===== src/rtl/pong_engine.sv =====
// Two-player pong core: internal game-tick divider, two paddles, one bouncing ball,
// scoring with serve/point delays and a terminal game-over state.
module pong_engine #(
    parameter int WIDTH      = 16,
    parameter int HEIGHT     = 16,
    parameter int CW         = 4,
    parameter int TICKDIV    = 12000,
    parameter int BALLDIV    = 20,
    parameter int PADDLEDIV  = 40,
    parameter int PADDLE     = 3,
    parameter int SERVEDELAY = 500,
    parameter int WINSCORE   = 9,
    parameter int SW         = 4
) (
    input  logic          CLK,
    input  logic          reset,
    input  logic          p1_up,
    input  logic          p1_down,
    input  logic          p2_up,
    input  logic          p2_down,
    input  logic          pause,
    output logic          tick,
    output logic [CW-1:0] x,
    output logic [CW-1:0] y,
    output logic [CW-1:0] p1_pos,
    output logic [CW-1:0] p2_pos,
    output logic [SW-1:0] p1_score,
    output logic [SW-1:0] p2_score,
    output logic          game_over
);

    localparam int DIV_W  = (TICKDIV    > 1) ? $clog2(TICKDIV)    : 1;
    localparam int STEP_W = (BALLDIV    > 1) ? $clog2(BALLDIV)    : 1;
    localparam int PAD_W  = (PADDLEDIV  > 1) ? $clog2(PADDLEDIV)  : 1;
    localparam int SRV_W  = (SERVEDELAY > 1) ? $clog2(SERVEDELAY) : 1;

    localparam logic [DIV_W-1:0]  DIV_LAST  = DIV_W'(TICKDIV - 1);
    localparam logic [STEP_W-1:0] STEP_LAST = STEP_W'(BALLDIV - 1);
    localparam logic [PAD_W-1:0]  PAD_LAST  = PAD_W'(PADDLEDIV - 1);
    localparam logic [SRV_W-1:0]  SRV_LAST  = SRV_W'(SERVEDELAY - 1);

    localparam logic [CW-1:0] X_MID    = CW'(WIDTH / 2);
    localparam logic [CW-1:0] Y_MID    = CW'(HEIGHT / 2);
    localparam logic [CW-1:0] Y_LAST   = CW'(HEIGHT - 1);
    localparam logic [CW-1:0] X_GOAL2  = CW'(WIDTH - 1);
    localparam logic [CW-1:0] X_FRONT2 = CW'(WIDTH - 2);
    localparam logic [CW-1:0] X_BACK2  = CW'(WIDTH - 3);
    localparam logic [CW-1:0] POS_LAST = CW'(HEIGHT - PADDLE);
    localparam logic [CW-1:0] POS_INIT = CW'((HEIGHT - PADDLE) / 2);
    localparam logic [SW-1:0] WIN      = SW'(WINSCORE);

    typedef enum logic [1:0] {SERVE, PLAY, POINT, OVER} state_t;

    state_t             state_reg, state_next;
    logic [DIV_W-1:0]   div_cnt_reg;
    logic [STEP_W-1:0]  step_cnt_reg, step_cnt_next;
    logic [PAD_W-1:0]   pad_cnt_reg, pad_cnt_next;
    logic [SRV_W-1:0]   srv_cnt_reg, srv_cnt_next;
    logic [CW-1:0]      x_reg, x_next, y_reg, y_next;
    logic               dx_reg, dx_next, dy_reg, dy_next;   // 1 = +1, 0 = -1
    logic [SW-1:0]      s1_reg, s1_next, s2_reg, s2_next;
    logic               game_over_reg;

    logic               dy_eff;
    logic [CW-1:0]      ny;
    logic               p1_cover, p2_cover;
    logic               pad_move;
    logic [1:0]         btn_up, btn_down;

    assign tick     = (div_cnt_reg == DIV_LAST) && !pause;
    assign btn_up   = {p2_up, p1_up};
    assign btn_down = {p2_down, p1_down};
    assign pad_move = tick && (state_reg != OVER) && (pad_cnt_reg == PAD_LAST);

    // Vertical part of a ball step: reflect off the top/bottom rows before moving.
    assign dy_eff = (((y_reg == '0) && !dy_reg) || ((y_reg == Y_LAST) && dy_reg)) ? ~dy_reg : dy_reg;
    assign ny     = dy_eff ? y_reg + CW'(1) : y_reg - CW'(1);

    // Hit tests use the paddle positions held before this tick's paddle move.
    assign p1_cover = ({1'b0, ny} >= {1'b0, g_paddle[0].pos_reg}) &&
                      ({1'b0, ny} <= {1'b0, g_paddle[0].pos_reg} + (CW+1)'(PADDLE - 1));
    assign p2_cover = ({1'b0, ny} >= {1'b0, g_paddle[1].pos_reg}) &&
                      ({1'b0, ny} <= {1'b0, g_paddle[1].pos_reg} + (CW+1)'(PADDLE - 1));

    genvar gi;
    generate
        for (gi = 0; gi < 2; gi++) begin : g_paddle
            logic [CW-1:0] pos_reg, pos_next;

            always_comb begin
                pos_next = pos_reg;
                if (pad_move) begin
                    if (btn_up[gi] && !btn_down[gi] && (pos_reg != '0))
                        pos_next = pos_reg - CW'(1);
                    else if (btn_down[gi] && !btn_up[gi] && (pos_reg != POS_LAST))
                        pos_next = pos_reg + CW'(1);
                end
            end

            always_ff @(posedge CLK) begin
                if (reset)
                    pos_reg <= POS_INIT;
                else
                    pos_reg <= pos_next;
            end
        end
    endgenerate

    always_comb begin
        state_next    = state_reg;
        step_cnt_next = step_cnt_reg;
        pad_cnt_next  = pad_cnt_reg;
        srv_cnt_next  = srv_cnt_reg;
        x_next        = x_reg;
        y_next        = y_reg;
        dx_next       = dx_reg;
        dy_next       = dy_reg;
        s1_next       = s1_reg;
        s2_next       = s2_reg;

        if (tick && (state_reg != OVER))
            pad_cnt_next = (pad_cnt_reg == PAD_LAST) ? '0 : pad_cnt_reg + PAD_W'(1);

        if (tick) begin
            case (state_reg)
                SERVE: begin
                    x_next  = X_MID;
                    y_next  = Y_MID;
                    dy_next = 1'b1;
                    if (srv_cnt_reg == SRV_LAST) begin
                        state_next    = PLAY;
                        srv_cnt_next  = '0;
                        step_cnt_next = '0;
                    end else begin
                        srv_cnt_next = srv_cnt_reg + SRV_W'(1);
                    end
                end
                PLAY: begin
                    if (step_cnt_reg != STEP_LAST) begin
                        step_cnt_next = step_cnt_reg + STEP_W'(1);
                    end else begin
                        step_cnt_next = '0;
                        y_next        = ny;
                        dy_next       = dy_eff;
                        // A miss leaves dx reversed, so the next serve goes the other way.
                        if ((x_reg == CW'(1)) && !dx_reg) begin
                            dx_next = 1'b1;
                            if (p1_cover) begin
                                x_next = CW'(2);
                            end else begin
                                x_next     = '0;
                                s2_next    = s2_reg + SW'(1);
                                state_next = POINT;
                            end
                        end else if ((x_reg == X_FRONT2) && dx_reg) begin
                            dx_next = 1'b0;
                            if (p2_cover) begin
                                x_next = X_BACK2;
                            end else begin
                                x_next     = X_GOAL2;
                                s1_next    = s1_reg + SW'(1);
                                state_next = POINT;
                            end
                        end else begin
                            x_next = dx_reg ? x_reg + CW'(1) : x_reg - CW'(1);
                        end
                    end
                end
                POINT: begin
                    if (srv_cnt_reg != SRV_LAST) begin
                        srv_cnt_next = srv_cnt_reg + SRV_W'(1);
                    end else begin
                        srv_cnt_next = '0;
                        if ((s1_reg == WIN) || (s2_reg == WIN)) begin
                            state_next = OVER;
                        end else begin
                            state_next = SERVE;
                            x_next     = X_MID;
                            y_next     = Y_MID;
                            dy_next    = 1'b1;
                        end
                    end
                end
                OVER: ;
                default: state_next = SERVE;
            endcase
        end
    end

    always_ff @(posedge CLK) begin
        if (reset) begin
            div_cnt_reg   <= '0;
            state_reg     <= SERVE;
            step_cnt_reg  <= '0;
            pad_cnt_reg   <= '0;
            srv_cnt_reg   <= '0;
            x_reg         <= X_MID;
            y_reg         <= Y_MID;
            dx_reg        <= 1'b1;
            dy_reg        <= 1'b1;
            s1_reg        <= '0;
            s2_reg        <= '0;
            game_over_reg <= 1'b0;
        end else begin
            if (!pause)
                div_cnt_reg <= (div_cnt_reg == DIV_LAST) ? '0 : div_cnt_reg + DIV_W'(1);
            state_reg     <= state_next;
            step_cnt_reg  <= step_cnt_next;
            pad_cnt_reg   <= pad_cnt_next;
            srv_cnt_reg   <= srv_cnt_next;
            x_reg         <= x_next;
            y_reg         <= y_next;
            dx_reg        <= dx_next;
            dy_reg        <= dy_next;
            s1_reg        <= s1_next;
            s2_reg        <= s2_next;
            game_over_reg <= (state_next == OVER);
        end
    end

    assign x         = x_reg;
    assign y         = y_reg;
    assign p1_pos    = g_paddle[0].pos_reg;
    assign p2_pos    = g_paddle[1].pos_reg;
    assign p1_score  = s1_reg;
    assign p2_score  = s2_reg;
    assign game_over = game_over_reg;

endmodule


===== config.mk =====
export PLATFORM = sky130hd
export DESIGN_NAME = pong_engine
export DESIGN_NICKNAME = d
export VERILOG_FILES = /design/src/rtl/pong_engine.sv
export SDC_FILE = /design/constraint.sdc
export NUM_CORES = 1
export LEC_CHECK = 0
export BUFFER_PORTS_ARGS = -buffer_cell sky130_fd_sc_hd__buf_2
export CORE_AREA = 4 4 88 90
export DETAILED_ROUTE_END_ITERATION = 12
export DIE_AREA = 0 0 92 94
export HOLD_SLACK_MARGIN = 0.12
export MAX_ROUTING_LAYER = met4
export PLACE_DENSITY_LB_ADDON = 0.12
export SLEW_MARGIN = 30
export SYNTH_ARGS = -nofsm -noshare
export SYNTH_HDL_FRONTEND = slang
export SYNTH_SLANG_ARGS = --single-unit

===== constraint.sdc =====
create_clock -name CLK -period 4.1 [get_ports CLK]
set_clock_uncertainty 0.15 [all_clocks]
set_input_delay 0.615 -clock CLK [delete_from_list [all_inputs] [get_ports CLK]]
set_output_delay 0.615 -clock CLK [all_outputs]
set_load 0.01 [all_outputs]

==> out/summary.txt, run 1 <==
Final #Nets: 520
Clock power frac: 44.6%
Routed wire length: 8080 µm
TritonCTS clock tree: built
Post-DR wirelength/cell: 14.0 µm
Multi-input logic area: 2390 µm²
Yosys warns: 0
Largest net degree at the start of global routing: 32
CP Class: reg2reg
Mapped Nets: 482
1st-iter DRT viols: 149
Pint: 932 µW
Via count: 3,225
I/O pins: 33
DRT Pass-1 Iters: 4
Setup violators final: 0
GP Congestion: 0.904
Fin. Hold Viols: 0
Class of the worst hold path: reg2reg
Reg power frac: 52.2%
Clk root buf: clkbuf_8
Synth area leader: dfxtp_1
Worst-Skew Late Latency: 0.33 ns
Number of flops mapped to enable cells by yosys: 0
Clock Sink Count: 63
Main synth FF type: dfxtp_1
H-Tree Depth: 3
Layout area overhead: 13.2%
Status: finished clean
Pleak: 0.00177 µW
Clock-pin slew on the worst setup and hold paths: 0.07 ns
Fill count: 658
Fmax: 0.268 GHz
Setup crit end kind: flop
Seq cells post-synth: 63
Power per cell area: 277 nW/µm²
Synth cell types: 58
First-pass GRT wire length: 14,000 µm
P_sw: 249 µW
Post-route DRC: 0
Port Buffers: 32
Top cell type's share of synthesized area: 33.5%
Core footprint: 7060 µm²
Max Root-Sink Buffers: 2
Final Max Tran Viols: 0
Layout cell share with drive strength beyond 1: 14.2%
Sw Ratio: 21.1%
RSZ-0062 raised after global routing: no
Gate Count Post-Synth: 439
Register area: 1260 µm²
Leading post-synthesis cells by cell area: dfxtp_1 33%, ha_1 11%, xor2_1 5.6%, nor2_1 4.9%, a21oi_1 3.8%
Syn_area_per_cell: 8.59 µm²
Top post-synthesis cells by count: 63 x dfxtp_1, 49 x nor2_1, 34 x ha_1
Cts bufs inserted: 9
Die Width: 92 µm
Die ar.: 8650 µm²
DP HPWL: 5750 µm
# hold bufs at CTS: 0
Die H: 94 µm
Ys async rst share: 0%
Initial Util: 53.4%
Rows: 31
GRT Util Overall: 20.5%
Arrival @ worst endpoint: 3.84 ns
# diodes: 0
Min cycle time layout: 3.73 ns
WP data required: 4.21 ns
Total power: 1180 µW
Worst-path maximum fanout: 11
Post-DRT Antenna Nets: 0
Startpoint types: flop
Via-per-instance ratio: 5.58
Maximum capacitance violations: 0
Peak supply drop: 0.000161 V
Register area share after synthesis: 33.5%
Slew HR: 56.5%
Number of flip-flops under the largest register name: 14
Vias in the first global route: 3,052
Sum Neg Setup Slack: 0 ns
Worst-Margin Slew: 0.652 ns
Synth Cell Area: 3770 µm²
Count leader, synth: dfxtp_1
Initial antenna violation count: 0
Total gr overflow: 0
Comb power frac: 3.2%
Tcrit/Tclk final: 91.1%
## what timing repair did
action	4_1_cts	5_1_grt
setup endpoints to repair	0	7
setup buffers	0	5
gates resized for setup	0	5
## worst max-delay path, cell delays in order, from the launching register on
cell       delay, ns
dfxtp_1         0.42
nor3_1          0.22
nor2_1          0.07
a21oi_2         0.19
inv_1           0.09
ha_1            0.32
o21ai_0         0.09
nand2b_1        0.08
mux2i_1         0.21
xor2_2          0.28
buf_4           0.16
ha_1            0.22
o21a_1          0.10
a21oi_1         0.28
o2111ai_2       0.24
or3_1           0.40
a21oi_1         0.14
## final cells by class
cell class / instances / share of cell area, %
inverter: 25 / 2.20
sequential: 63 / 29.6
timing repair buffer: 39 / 4.98
multi-input combinational: 339 / 56.0
tap: 99 / 2.90
clock inverter: 1 / 0.704
clock buffer: 12 / 3.64
## per-stage QoR
step                hold slack [ns]  instance area (µm²)  worst slack, ns  util (%)  std cells
floorplan                     0.275                 3770            0.528         -        439
global placement              0.296                 4020            0.292      56.9        560
detailed placement            0.307                 4020            0.136      56.9        560
CTS                           0.321                 4200           0.0984      59.5        573
global route                  0.349                 4270           0.0369      60.5        578
finish                        0.322                 4270            0.366      60.5        578
## metal layers
metal	track usage, %	routed length [µm]
met2	34.1	3860
met5	-	0
met1	24.9	3810
met3	4.41	359
met4	6.56	55
## power by group through the flow
stage	combinational, µW	sequential, µW	clock (µW)
global placement	37.8	630	0
global route	43.9	616	563
CTS	38.4	616	541
finish	38.3	616	526
floorplan	26.2	630	0
detailed placement	38.0	630	0
## logic make-up after synthesis
family / Yosys count / share of synthesized area, %
AOI/OAI and AO/OA: 89 / 16.0
xor gates and xnor gates: 39 / 9.06
adders and majority gates: 36 / 12.3
buffers and inverters: 37 / 3.88
DFF: 63 / 33.5
muxes: 7 / 2.22
and+or+nand+nor: 168 / 23.1
## placed cells by master, fill, tap and decap left out, types with 2 or more instances in the layout
cell / n
dfxtp_1: 63
nor2_1: 49
ha_1: 34
buf_2: 32
nand2_1: 31
a21oi_1: 27
inv_1: 25
xor2_1: 23
nand3_1: 17
o21ai_0: 16
xnor2_1: 15
nand4_1: 11
clkbuf_8: 11
nor3_1: 10
nand2b_1: 8
o211ai_1: 7
or3_1: 7
buf_4: 7
o31ai_1: 6
nor2b_1: 5
and4_1: 5
mux2i_1: 5
nor4_1: 4
a211o_1: 4
and3_1: 4
a31oi_1: 3
a22oi_1: 3
nand3b_1: 3
and2_1: 2
o211ai_2: 2
a21o_1: 2
or4_1: 2
o21ai_1: 2
a21oi_2: 2
a211oi_1: 2
o21a_1: 2
a211oi_2: 2
fa_1: 2
## final timing paths
kind,startpoint,to,slack [ns],depth (start not counted)
worst max-delay path,y[0],p1_score[3],0.37,16
worst min-delay path,step_cnt_reg[4],step_cnt_reg[4],0.32,1
worst max register to register,y[0],p1_score[3],0.37,16
worst min register to register,step_cnt_reg[4],step_cnt_reg[4],0.32,1
Note: power is estimated with default switching activity, not from simulation.
==> run 2, diff against run 1 <==
Settings changed: RECOVER_POWER from default to 50.
==> run 2 against run 1 <==
Critical path depth unchanged. First-iteration DRC count decreased by 13%. Register-to-register slack about the same. Combinational power decreased by 2%. Wire length increased by 0.79%. Non-clock buffer count unchanged. Die area unchanged. Total power about the same. Largest cell class unchanged. Largest power group unchanged.
==> out/summary.txt, run 2 (same netlist as run 1, synthesis figures left out) <==
Rows: 31 (unchanged)
CP Class: reg2reg (unchanged)
Critical-path top delay cell: dfxtp_1 (unchanged)
Worst-Skew Late Latency: 0.33 ns (about the same)
Peak supply drop: 0.000160 V (was 0.000161 V)
Pleak: 0.00167 µW (was 0.00177 µW)
Status: finished clean (unchanged)
Die Width: 92 µm (unchanged)
Die ar.: 8650 µm² (unchanged)
FF-to-FF path depth: 16 (unchanged)
Arrival @ worst endpoint: 3.86 ns (was 3.84 ns)
Post-DRT Antenna Nets: 0 (unchanged)
Fin Hold WS: 0.315 ns (was 0.322 ns)
R2r startpoint: y[0] (unchanged)
Startpoint types: flop (unchanged)
DP HPWL: 5750 µm (unchanged)
Vias in the first global route: 3,052 (unchanged)
Power per cell area: 280 nW/µm² (was 277 nW/µm²)
Worst-Margin Slew: 0.644 ns (was 0.652 ns)
Top cell family by delay on the critical path: compound AO/OA/AOI/OAI gates (unchanged)
Layout area overhead: 12.0% (was 13.2%)
Fmax: 0.267 GHz (was 0.268 GHz)
Core footprint: 7060 µm² (unchanged)
Layout cell share with drive strength beyond 1: 8.14% (was 14.2%)
TritonCTS clock tree: built (unchanged)
Number of flip-flops under the largest register name: 14 (unchanged)
Max Root-Sink Buffers: 2 (unchanged)
Final Max Tran Viols: 0 (unchanged)
RSZ-0062 raised after global routing: no (unchanged)
Clock-pin slew on the worst setup and hold paths: 0.07 ns (about the same)
Via-per-instance ratio: 5.56 (was 5.58)
Final Instance Count excl. Fillers: 578 (unchanged)
Routed wire length: 8140 µm (was 8080 µm)
# hold bufs at CTS: 0 (unchanged)
Sum Neg Setup Slack: 0 ns (unchanged)
Slew HR: 57.1% (was 56.5%)
Most frequent cells in the layout: 63 x dfxtp_1, 49 x nor2_1, 34 x ha_1 (unchanged)
Tcrit/Tclk final: 91.3% (was 91.1%)
Worst Hold Launch: step_cnt_reg[4] (unchanged)
Min cycle time layout: 3.74 ns (was 3.73 ns)
CP cell instances: nor3_1, nor2_1, a21oi_2, inv_1, ha_1, o21ai_0, nand2b_1, mux2i_1, xor2_2, buf_4, ha_1, o21a_1, a21oi_1, o2111ai_2, or3_1, a21oi_1 (unchanged)
Reg2reg end: p1_score[3] (unchanged)
Setup violators final: 0 (unchanged)
Class of the worst hold path: reg2reg (unchanged)
Total gr overflow: 0 (unchanged)
Hold EP: step_cnt_reg[4] (unchanged)
Largest net degree at the start of global routing: 32 (unchanged)
Maximum capacitance violations: 0 (unchanged)
Via count: 3,215 (was 3,225)
Post-DR wirelength/cell: 14.1 µm (was 14.0 µm)
H-Tree Depth: 3 (unchanged)
WHS Path Cells: 1 (unchanged)
Placed cell count: 560 (unchanged)
Total power: 1180 µW (about the same)
Worst-path maximum fanout: 11 (unchanged)
Commonest non-fill, non-tap cell in the layout: dfxtp_1 (unchanged)
Fill count: 663 (was 658)
Die H: 94 µm (unchanged)
1st-iter DRT viols: 130 (was 149)
WP data required: 4.21 ns (about the same)
First-pass GRT wire length: 14,000 µm (unchanged)
Cts bufs inserted: 9 (unchanged)
Final #Nets: 520 (unchanged)
Fin. Hold Viols: 0 (unchanged)
Port Buffers: 32 (unchanged)
I/O pins: 33 (unchanged)
Placed cell area: 4020 µm² (unchanged)
Clk root buf: clkbuf_8 (unchanged)
GRT Util Overall: 20.5% (unchanged)
Setup crit end kind: flop (unchanged)
DRT Pass-1 Iters: 5 (was 4)
GP Congestion: 0.904 (unchanged)
Initial Util: 53.4% (unchanged)
WP buf/inv: 2 (unchanged)
Post-route DRC: 0 (unchanged)
Initial antenna violation count: 0 (unchanged)
Clock Sink Count: 63 (unchanged)
Setup slack, reg-to-reg: 0.36 ns (was 0.37 ns)
Crit path largest cell delay: 0.42 ns (about the same)
# diodes: 0 (unchanged)
Finished layout cell area: 4220 µm² (was 4270 µm²)
[run 2: worst max-delay path by stage]
| stage | from | end | cells after the start |
|---|---|---|---|
| detailed placement | y[0] | p1_score[3] | 16 |
| finish | y[0] | p1_score[3] | 16 |
| global placement | y[0] | p1_score[3] | 16 |
| global route | y[0] | p1_score[3] | 16 |
| CTS | y[0] | p1_score[3] | 16 |
| floorplan | y[1] | p1_score[3] | 17 |
[run 2: stage by stage]
step | utilization, % | setup WS [ns]
floorplan | - | 0.528
global placement | 56.9 | 0.292
global route | 59.8 | 0.0346
finish | 59.8 | 0.356
detailed placement | 56.9 | 0.136
CTS | 59.5 | 0.0984
[run 2: layer usage]
metal	vias to the layer above	wire length, µm	GRT usage, %
li1	1631	-	-
met1	1526	3830	24.9
met2	50	3870	34.1
met3	8	343	4.41
met4	0	89	6.56
met5	-	0	-
[run 2: cell type report]
type,instances,area [µm²],area share [%]
Timing Repair Buffer,39,173,4.09
Clock buffer,12,155,3.67
Sequential cell,63,1260,29.9
Clock inverter,1,30.0,0.711
Multi-Input combinational cell,339,2390,56.5
Inverter,25,93.8,2.22
Tap cell,99,124,2.93
[run 2: worst register-to-register path, cell delays in order, from the launching register on]
cell and delay [ns]:
dfxtp_1 0.42, nor3_1 0.22, nor2_1 0.07, a21oi_2 0.19, inv_1 0.09, ha_1 0.32
o21ai_0 0.09, nand2b_1 0.08, mux2i_1 0.21, xor2_2 0.29, buf_4 0.16, ha_1 0.22
o21a_1 0.10, a21oi_1 0.28, o2111ai_2 0.24, or3_1 0.40, a21oi_1 0.14
[run 2: power breakdown]
group / switching, µW / total, µW / internal, µW
Sequential: 2.09 / 616 / 614
Clock: 223 / 527 / 304
Combinational: 24.7 / 37.4 / 12.7
[run 2: what timing repair did]
| item | 4_1_cts | 5_1_grt |
|---|---|---|
| endpoints found under the setup margin | 0 | 7 |
| resized for setup | 0 | 5 |
| buffers inserted | 0 | 5 |
==> run 3, diff against run 2 <==
--- a/config.mk
+++ b/config.mk
@@ -7,12 +7,14 @@
 export LEC_CHECK = 0
 export BUFFER_PORTS_ARGS = -buffer_cell sky130_fd_sc_hd__buf_2
-export CORE_AREA = 4 4 88 90
+export CELL_PAD_IN_SITES_DETAIL_PLACEMENT = 1
+export CELL_PAD_IN_SITES_GLOBAL_PLACEMENT = 2
+export CORE_AREA = 4 4 106 108
 export DETAILED_ROUTE_END_ITERATION = 12
-export DIE_AREA = 0 0 92 94
+export DIE_AREA = 0 0 110 112
 export HOLD_SLACK_MARGIN = 0.12
 export MAX_ROUTING_LAYER = met4
 export PLACE_DENSITY_LB_ADDON = 0.12
 export RECOVER_POWER = 50
-export SLEW_MARGIN = 30
+export SLEW_MARGIN = 20
 export SYNTH_ARGS = -nofsm -noshare
 export SYNTH_HDL_FRONTEND = slang
==> constraint.sdc (replaced) <==
create_clock -name CLK -period 4.1 [get_ports CLK]
set_clock_uncertainty 0.15 [all_clocks]
set_input_delay 0.41 -clock CLK [delete_from_list [all_inputs] [get_ports CLK]]
set_output_delay 0.41 -clock CLK [all_outputs]
set_load 0.01 [all_outputs]
==> run 3 against run 2 <==
Critical endpoint is now p2_score[2]. Sequential share of layout area about the same. Final cell count up 6.2%. Global-route usage down 2.9 points. Setup slack better by 0.020 ns. Largest power group unchanged. Non-clock buffer count down 4. Sequential cell count unchanged. Clock-buffer cell count up 1. Die area up 42%. Wire length up 18%. Largest cell class unchanged.
==> out/summary.txt, run 3 (same netlist as run 1, synthesis figures left out) <==
Status: finished clean (unchanged)
Power per cell area: 273 nW/µm² (was 280 nW/µm²)
First-pass GRT wire length: 16,800 µm (was 14,000 µm)
Fill count: 1,236 (was 663)
Post-route DRC: 0 (unchanged)
Sum Neg Setup Slack: 0 ns (unchanged)
Clock-pin slew on the worst setup and hold paths: 0.07 ns (about the same)
Setup WS post-layout: 0.376 ns (was 0.356 ns)
CP cell instances: nor3_1, nor2_1, a21oi_2, inv_1, ha_1, a31oi_1, mux2i_1, xor2_1, buf_4, ha_1, nand2_1, o21ai_0, o311ai_2, a211oi_2, a21oi_1, a31o_1 (was nor3_1, nor2_1, a21oi_2, inv_1, ha_1, o21ai_0, nand2b_1, mux2i_1, xor2_2, buf_4, ha_1, o21a_1, a21oi_1, o2111ai_2, or3_1, a21oi_1)
Post-DRT Antenna Nets: 0 (unchanged)
Multi-input logic area: 2380 µm² (was 2390 µm²)
Total gr overflow: 0 (unchanged)
Arrival @ worst endpoint: 3.82 ns (was 3.86 ns)
Post-DR wirelength/cell: 15.7 µm (was 14.1 µm)
DP HPWL: 7120 µm (was 5750 µm)
Final Max Tran Viols: 0 (unchanged)
Setup violators final: 0 (unchanged)
Critical-path top delay cell: a211oi_2 (was dfxtp_1)
Layer with the highest usage: met2 (unchanged)
WP buf/inv: 2 (unchanged)
GP Congestion: 0.785 (was 0.904)
DRT Pass-1 Iters: 4 (was 5)
Peak supply drop: 0.000101 V (was 0.000160 V)
Clk root buf: clkbuf_8 (unchanged)
Cts bufs inserted: 9 (unchanged)
Initial Util: 36.8% (was 53.4%)
CP Class: reg2reg (unchanged)
Setup WS pre-CTS: 0.271 ns (was 0.136 ns)
Post-CTS Setup Repair Bufs: 0 (unchanged)
Placed cell area: 4070 µm² (was 4020 µm²)
GRT Util Overall: 17.5% (was 20.5%)
Die H: 112 µm (was 94 µm)
Final #Nets: 516 (was 520)
Layout cell share with drive strength beyond 1: 8.16% (was 8.14%)
RSZ-0062 raised after global routing: no (unchanged)
Number of flip-flops under the largest register name: 14 (unchanged)
CP most frequent cell: ha_1
Setup crit end kind: flop (unchanged)
Worst-Margin Slew: 0.638 ns (was 0.644 ns)
Worst-path maximum fanout: 8 (was 11)
Resized Gates After CTS: 0 (unchanged)
Initial antenna violation count: 0 (unchanged)
Pleak: 0.00165 µW (was 0.00167 µW)
Worst-Skew Late Latency: 0.35 ns (was 0.33 ns)
Class of the worst hold path: in2reg (was reg2reg)
Via-per-instance ratio: 5.32 (was 5.56)
Port Buffers: 32 (unchanged)
Slew HR: 57.5% (was 57.1%)
Startpoint types: flop (unchanged)
# diodes: 0 (unchanged)
TritonCTS clock tree: built (unchanged)
Largest net degree at the start of global routing: 32 (unchanged)
WP data required: 4.19 ns (was 4.21 ns)
Met1 Usage GRT: 22.6% (was 24.9%)
Max Root-Sink Buffers: 2 (unchanged)
1st-iter DRT viols: 143 (was 130)
H-Tree Depth: 3 (unchanged)
Layout area overhead: 12.1% (was 12.0%)
Crit path largest cell delay: 0.42 ns (about the same)
Fin. Hold Viols: 0 (unchanged)
GR met3 Demand/Resource: 2.96% (was 4.41%)
Fmax: 0.269 GHz (was 0.267 GHz)
Finished layout cell area: 4230 µm² (was 4220 µm²)
Total power: 1160 µW (was 1180 µW)
Register area: 1260 µm² (about the same)
Tcrit/Tclk final: 90.8% (was 91.3%)
Die Width: 110 µm (was 92 µm)
Die ar.: 12,300 µm² (was 8650 µm²)
Min cycle time layout: 3.72 ns (was 3.74 ns)
Maximum capacitance violations: 0 (unchanged)
Commonest non-fill, non-tap cell in the layout: dfxtp_1 (unchanged)
Top cell family by delay on the critical path: compound AO/OA/AOI/OAI gates (unchanged)
Via count: 3,265 (was 3,215)
I/O pins: 33 (unchanged)
GRT met2 Usage: 27.4% (was 34.1%)
Clock Sink Count: 63 (unchanged)
# hold bufs at CTS: 0 (unchanged)
Core footprint: 10,200 µm² (was 7060 µm²)
Most frequent cells in the layout: 62 x dfxtp_1, 49 x nor2_1, 34 x ha_1 (was 63 x dfxtp_1, 49 x nor2_1, 34 x ha_1)
Rows: 37 (was 31)
Routed wire length: 9620 µm (was 8140 µm)
Vias in the first global route: 3,360 (was 3,052)
run 3: cell types whose count changed in the layout (fill, tap and decap cells not counted):
cell and change:
buf_4 -4, buf_2 +2, clkinv_2 +2, a21oi_1 +1
a21oi_2 -1, bufinv_16 -1, clkbuf_1 -1, clkinvlp_4 +1
dfxtp_1 -1, dfxtp_2 +1, nand3_1 -1, nand3_2 +1
xor2_1 +1, xor2_2 -1
run 3: through the flow:
stage                     hold WS [ns]  cells  util, %
final                            0.235    614     41.3
after global routing             0.255    614     41.3
after CTS                        0.222    614     41.5
after detailed placement         0.313    598     39.8
after global placement           0.306    598     39.8
after floorplan                  0.275    439        -
run 3: final cells by class:
class | count | area share, %
multi-input combinational | 339 | 56.3
tap | 136 | 4.02
clock inverter | 3 | 0.414
timing repair buffer | 35 | 3.43
sequential | 63 | 29.9
clock buffer | 13 | 3.76
inverter | 25 | 2.22
run 3: power by group:
group	total, µW	leakage (µW)	internal (µW)	switching, µW
Combinational	38.3	0.00105	12.9	25.4
Clock	501	0.0000894	251	250
Sequential	616	0.000508	614	2.19
run 3: worst paths after layout:
check / start / to / slack (ns) / depth (start not counted)
setup / recovery: y[1] / p2_score[2] / 0.38 / 16
hold / removal: pause / div_cnt_reg[1] / 0.23 / 3
setup reg to reg: y[1] / p2_score[2] / 0.38 / 16
hold reg to reg: step_cnt_reg[4] / step_cnt_reg[4] / 0.31 / 1
run 3: layer usage:
metal | up-vias | part of all wire (%)
met2 | 43 | 48
met5 | - | 0
li1 | 1632 | -
met1 | 1578 | 47
met3 | 12 | 3.7
met4 | 0 | 1.5
run 3: worst register-to-register path, delay by kind of cell (launching register included):
kind / cells / cell delay (ns)
AOI/OAI and AO/OA: 7 / 1.56
xor gates and xnor gates: 1 / 0.17
adders and majority gates: 2 / 0.61
buffers and inverters: 2 / 0.26
DFF: 1 / 0.39
muxes: 1 / 0.12
and+or+nand+nor: 3 / 0.37
